<file path="src/rtl/huffman_mcu_scheduler.sv">
// Feeds one MCU's zigzag blocks (NY x Y, Cb, Cr) to the Huffman encoder controller,
// tracking per-component DC predictors and inserting restart points every RST_INTERVAL MCUs.
module huffman_mcu_scheduler #(
  parameter int COEF_W       = 8,
  parameter int NY           = 4,
  parameter int RST_INTERVAL = 0,
  parameter int DONE_TIMEOUT = 1024
) (
  input  logic                     clock,
  input  logic                     reset_n,
  input  logic                     blk_valid,
  output logic                     blk_ready,
  input  logic [1:0]               blk_comp,
  input  logic [64*COEF_W-1:0]     blk_data,
  output logic                     huff_start,
  output logic [64*COEF_W-1:0]     huff_matrix,
  output logic signed [COEF_W:0]   huff_dc_diff,
  output logic                     huff_table_sel,
  input  logic                     huff_done,
  output logic                     rst_marker,
  output logic [2:0]               rst_num,
  output logic                     busy,
  output logic                     seq_err,
  output logic                     timeout_err,
  input  logic                     err_clr
);

  localparam logic [2:0] IDLE      = 3'd0;
  localparam logic [2:0] LOAD      = 3'd1;
  localparam logic [2:0] START     = 3'd2;
  localparam logic [2:0] WAIT_DONE = 3'd3;
  localparam logic [2:0] ADVANCE   = 3'd4;
  localparam logic [2:0] RST_MARK  = 3'd5;

  localparam int              TO_W     = $clog2(DONE_TIMEOUT + 1);
  localparam logic [TO_W-1:0] TO_LAST  = TO_W'(DONE_TIMEOUT - 1);
  localparam logic [2:0]      NY_IDX   = 3'(NY);
  localparam logic [2:0]      LAST_IDX = 3'(NY + 1);
  localparam logic [15:0]     RST_L    = 16'(RST_INTERVAL);

  logic [2:0]              state, state_next;
  logic [2:0]              blk_idx;
  logic [15:0]             mcu_cnt;
  logic [TO_W-1:0]         to_cnt;
  logic [64*COEF_W-1:0]    data_q;
  logic [1:0]              comp_q;
  logic [COEF_W-1:0]       pred_y, pred_cb, pred_cr, pred_sel;
  logic [1:0]              exp_comp;
  logic                    xfer, comp_ok, last_blk, restart_due;
  logic                    seq_set, timeout_set;

  always_comb begin
    exp_comp = 2'd2;
    if (blk_idx < NY_IDX)
      exp_comp = 2'd0;
    else if (blk_idx == NY_IDX)
      exp_comp = 2'd1;
  end

  always_comb begin
    pred_sel = pred_y;
    if (comp_q == 2'd1)
      pred_sel = pred_cb;
    else if (comp_q == 2'd2)
      pred_sel = pred_cr;
  end

  assign xfer        = blk_valid & blk_ready;
  assign comp_ok     = (blk_comp == exp_comp);
  assign last_blk    = (blk_idx == LAST_IDX);
  assign restart_due = (RST_INTERVAL != 0) && last_blk && ((mcu_cnt + 16'd1) == RST_L);
  assign seq_set     = (state == IDLE) && xfer && !comp_ok;
  assign timeout_set = (state == WAIT_DONE) && !huff_done && (to_cnt == TO_LAST);
  assign busy        = (state != IDLE);

  always_comb begin
    state_next = state;
    case (state)
      IDLE:      if (xfer && comp_ok) state_next = LOAD;
      LOAD:      state_next = START;
      START:     state_next = WAIT_DONE;
      WAIT_DONE: if (huff_done || to_cnt == TO_LAST) state_next = ADVANCE;
      ADVANCE:   state_next = restart_due ? RST_MARK : IDLE;
      RST_MARK:  state_next = IDLE;
      default:   state_next = IDLE;
    endcase
  end

  // Strobes are registered from the next state so they line up exactly with the state they mark.
  always_ff @(posedge clock or negedge reset_n) begin
    if (!reset_n) begin
      state          <= IDLE;
      blk_ready      <= 1'b0;
      huff_start     <= 1'b0;
      rst_marker     <= 1'b0;
      huff_matrix    <= '0;
      huff_dc_diff   <= '0;
      huff_table_sel <= 1'b0;
      rst_num        <= 3'd0;
      seq_err        <= 1'b0;
      timeout_err    <= 1'b0;
      blk_idx        <= 3'd0;
      mcu_cnt        <= 16'd0;
      to_cnt         <= '0;
      data_q         <= '0;
      comp_q         <= 2'd0;
      pred_y         <= '0;
      pred_cb        <= '0;
      pred_cr        <= '0;
    end else begin
      state       <= state_next;
      blk_ready   <= (state_next == IDLE);
      huff_start  <= (state_next == START);
      rst_marker  <= (state_next == RST_MARK);
      seq_err     <= seq_set     | (seq_err     & ~err_clr);
      timeout_err <= timeout_set | (timeout_err & ~err_clr);
      case (state)
        IDLE: begin
          if (xfer && comp_ok) begin
            data_q <= blk_data;
            comp_q <= blk_comp;
          end
        end
        LOAD: begin
          huff_matrix    <= data_q;
          huff_dc_diff   <= {data_q[COEF_W-1], data_q[COEF_W-1:0]} - {pred_sel[COEF_W-1], pred_sel};
          huff_table_sel <= (comp_q != 2'd0);
          case (comp_q)
            2'd1:    pred_cb <= data_q[COEF_W-1:0];
            2'd2:    pred_cr <= data_q[COEF_W-1:0];
            default: pred_y  <= data_q[COEF_W-1:0];
          endcase
        end
        START:     to_cnt <= '0;
        WAIT_DONE: to_cnt <= to_cnt + TO_W'(1);
        ADVANCE: begin
          if (last_blk) begin
            blk_idx <= 3'd0;
            mcu_cnt <= mcu_cnt + 16'd1;
          end else begin
            blk_idx <= blk_idx + 3'd1;
          end
        end
        RST_MARK: begin
          pred_y  <= '0;
          pred_cb <= '0;
          pred_cr <= '0;
          mcu_cnt <= 16'd0;
          rst_num <= rst_num + 3'd1;
        end
        default: ;
      endcase
    end
  end

endmodule

</file>
<file path="config.mk">
export PLATFORM = sky130hd
export DESIGN_NAME = huffman_mcu_scheduler
export DESIGN_NICKNAME = d
export VERILOG_FILES = /design/src/rtl/huffman_mcu_scheduler.sv
export SDC_FILE = /design/constraint.sdc
export NUM_CORES = 2
export LEC_CHECK = 0
export BUFFER_PORTS_ARGS = -buffer_cell sky130_fd_sc_hd__buf_2
export CORE_AREA = 2 2 405 407
export CTS_BUF_LIST = sky130_fd_sc_hd__clkbuf_4
export DETAILED_ROUTE_END_ITERATION = 6
export DIE_AREA = 0 0 407 409
export HOLD_SLACK_MARGIN = 0.03
export PLACE_DENSITY_LB_ADDON = 0.05
export SLEW_MARGIN = 20
export SYNTH_ARGS = -nofsm -noshare
export SYNTH_HDL_FRONTEND = slang
export SYNTH_SLANG_ARGS = --single-unit
</file>
<file path="constraint.sdc">
create_clock -name clock -period 7.7 [get_ports clock]
set_input_delay 0.77 -clock clock [delete_from_list [all_inputs] [get_ports clock]]
set_output_delay 0.77 -clock clock [all_outputs]
set_load 0.02 [all_outputs]
</file>
==> results.md <==
* Outcome: finished, final reports clean
* Clock Latency Late Sink at 1.25 ns
* Most frequent cells in the layout: nand2_1, dfrtp_1, buf_2, dlygate4sd3_1, clkbuf_4
* Setup Total Neg Slack at 0 ns
* Reg clk slew, reported paths at 0.06 ns
* Worst vdd ir at 0.214 mV
* Root Buffer: clkbuf_4
* Comb pwr share at 36.4%
* Synth area leader: dfrtp_1
* Clock network fraction of total power at 23.7%
* Largest net degree at the start of global routing at 182
* Primary FF master, synth: dfrtp_1
* Compound-Gate Fraction of Synth Area at 1.17%
* R2r setup slk at ~4.2 ns
* Number of flops mapped to enable cells by yosys at 0
* Clock sink count at 1085
* DR iter-0 viols at 1486
* Mux contribution to synthesized area at 16.2%
* Fin. max-slew vios at 0
* FF-to-FF End: huff_matrix[231]
* Final ANT Viol Nets at 0
* Fin nets at 5877
* Post-CTS setup buffers at 0
* HPWL after DPL at 98500 um
* Mapped Area at 42000 um2
* Max clock buf depth at 4
* Sequential element share of the synthesized area at roughly 65%
* Setup CP Type: flop to flop
* Final Cycle Share at a little under half
* Gate Count Post-Synth at ~3.6k
* Leak at around 32 nW
* Routability cong. at between 0.7 and 0.8
* GRT Util Overall at 17.7%
* Netlist cell types at 43
* Internal Power at 14.2 mW
* Worst Hold Class: input port to flop
* DIE AREA at 166000 um2
* CTS Buf Count at 341
* Worst clock skew at 0.0752 ns
* Element type at the critical path end: flop
* Initial antenna violation count at 35
* Register share of total power at 39.9%
* Final hold slack at 0.271 ns
* First-pass GRT wire length at ~220000 um
* Syn_nets at about 4.1k
* Final Hold Vio Count at 0
* Remaining Overflow, GRT at 0
* PortBufs at approximately 1.0k
* Initial core utilization at between 20% and 30%
* Avg Inst Size Synth at 11.8 um2
* Crit Path Max Fanout at 136
* RSZ-0062 raised after global routing: false
* Drt pass-1 iters at 4
* PwrDens at 401 nW/um2
* Register Area at 27200 um2
* Main combinational cell family by area after synthesis: multiplexers
* Setup violators final at 0
* Net Sw Power at just over 9 mW
* DRC viols at 0
* Vias/cell at 4.11
* Worst-Margin Slew at 1.03 ns
* CTS Hold Bufs at approximately 540
* Fill cell count at 16.8k
* Slew margin rel. at 31.5%
* Drt wl/cell at 19.2 um
* Warnings from Yosys at 0
* IO Count at 1050
* Worst Setup Start Kind: flop
* Row count at 148
* Vias in the first global route at 34.0k
* R2r startpoint: state[0]
* Crit path time final at 3.54 ns
* Asr flop ratio synth at 100%
* Synthesized flop and latch total at 1085
* H-Tree Depth at 5
* Via count at 31.8k
* Drt total wl at 148000 um
* Layout cells sized above 1 at 37.7%
* Simple-Gate Fraction of Synth Area at 14.9%
* Req. time, crit path at 8.85 ns
* Ranking of synthesized cells by area: dfrtp_1, nand2_1, mux2_4
* Setup crit end: huff_matrix[231]
* Die W at 407 um
* Most common cell after layout, fill and taps aside: nand2_1
* Synth Area in XOR/XNOR at 0.146%
* Max Cap Violations at 0
* Area share of the largest cell type after synthesis at 64.7%
* Die Y at 409 um
* CP startpoint: state[0]
* Adder-cell share of the synthesized area at 0.435%
* Reg2Reg Depth at 8
* Area growth from synthesis to layout at 40.0%
* CTS tree: yes
* Achievable Freq at around 0.28 GHz
* # resized after CTS at 0
* Core ar. at 162000 um2
* Critical Path AT at 4.68 ns
* Net Sw Frac at 39.7%
* Multi-input logic area at 13800 um2
flip-flops by register name (all words and copies together), names as in the netlist, 8 cells and up:
| name | cells |
|---|---|
| data_q | 512 |
| to_cnt | 11 |
| pred_cb | 8 |
| pred_y | 8 |
| huff_matrix | 512 |
| pred_cr | 8 |
| huff_dc_diff | 9 |
routing by layer:
metal,share of wire [%],up-vias,GRT usage [%]
li1,-,15200,-
met1,41,15300,20.9
met2,47,986,28.2
met3,9.0,293,7.38
met4,3.0,28,7.27
met5,0.12,-,0
final cells by class:
type                            count  share of cell area, %
Inverter                           21                  0.147
Clock buffer                      475                   6.06
Clock inverter                     51                  0.638
Multi-Input combinational cell   2278                   23.5
Tap cell                         2175                   4.63
Sequential cell                  1085                   46.2
Antenna cell                       24                  0.102
Timing Repair Buffer             1617                   18.8
worst min path at each step:
stage / slack, ns / start / end / depth (start not counted)
finish: 0.27 / blk_data[458] / data_q[458] / 3
global route: 0.08 / blk_data[136] / data_q[136] / 3
CTS: 0.03 / blk_data[48] / data_q[48] / 3
detailed placement: 0.45 / data_q[208] / huff_matrix[208] / 2
global placement: 0.44 / data_q[260] / huff_matrix[260] / 2
floorplan: 0.43 / data_q[100] / huff_matrix[100] / 2
power groups by stage:
stage               logic [mW]  registers (mW)  clock network [mW]
finish                    8.59            9.39                5.58
global route              9.43            9.72                6.23
CTS                       8.81            9.42                5.90
floorplan                 3.37            11.0                   0
global placement          8.50            9.44                   0
detailed placement        8.54            9.48                   0
critical path: stages (launching register included):
cell	delay, ns
dfrtp_1	0.55
inv_2	0.15
nor2_1	0.43
nand2_4	0.48
inv_8	0.54
buf_12	0.31
buf_16	0.47
nand2_1	0.16
nand2_1	0.09
cells in the mapped netlist (2+ instances only):
cell type	instances
o31ai_1	4
buf_1	5
clkbuf_1	77
xnor2_1	5
o21a_1	3
nand4_1	3
mux2_1	8
nor3_1	4
o21ai_0	48
and3_1	4
a211oi_1	5
a31oi_1	2
nor2_1	22
inv_2	3
xor2_1	2
inv_1	18
o22ai_1	2
o21ai_1	2
buf_2	74
a221oi_1	2
ha_1	13
nand3_1	15
buf_6	27
a21oi_1	15
nand2b_1	4
dfrtp_1	1085
mux2i_1	11
mux2_2	278
mux2_4	230
nand2_1	1583
nor2b_1	2
stage by stage:
step	cell area, um2	total power, mW	setup slack [ns]	util [%]	std cells
floorplan	42000	14.4	5.04	-	3568
global placement	49400	17.9	4.00	30.5	6640
detailed placement	49400	18.0	3.99	30.5	6640
CTS	58700	24.1	4.04	36.2	7701
global route	58800	25.4	3.76	36.3	7725
finish	58800	23.6	4.16	36.3	7726
logic make-up (layout without fill, tap and decap cells):
| family | count (synthesis) | in the layout |
|---|---|---|
| AO/OA/AOI/OAI | 87 | 87 |
| XOR/XNOR | 7 | 7 |
| adder cells (fa/ha/maj) | 14 | 14 |
| buffers and inverters | 205 | 2164 |
| flip-flops | 1085 | 1085 |
| multiplexers | 527 | 527 |
| other | 1 | 25 |
| AND/OR/NAND/NOR | 1642 | 1642 |
No activity file was read; power rests on OpenSTA's default activity.
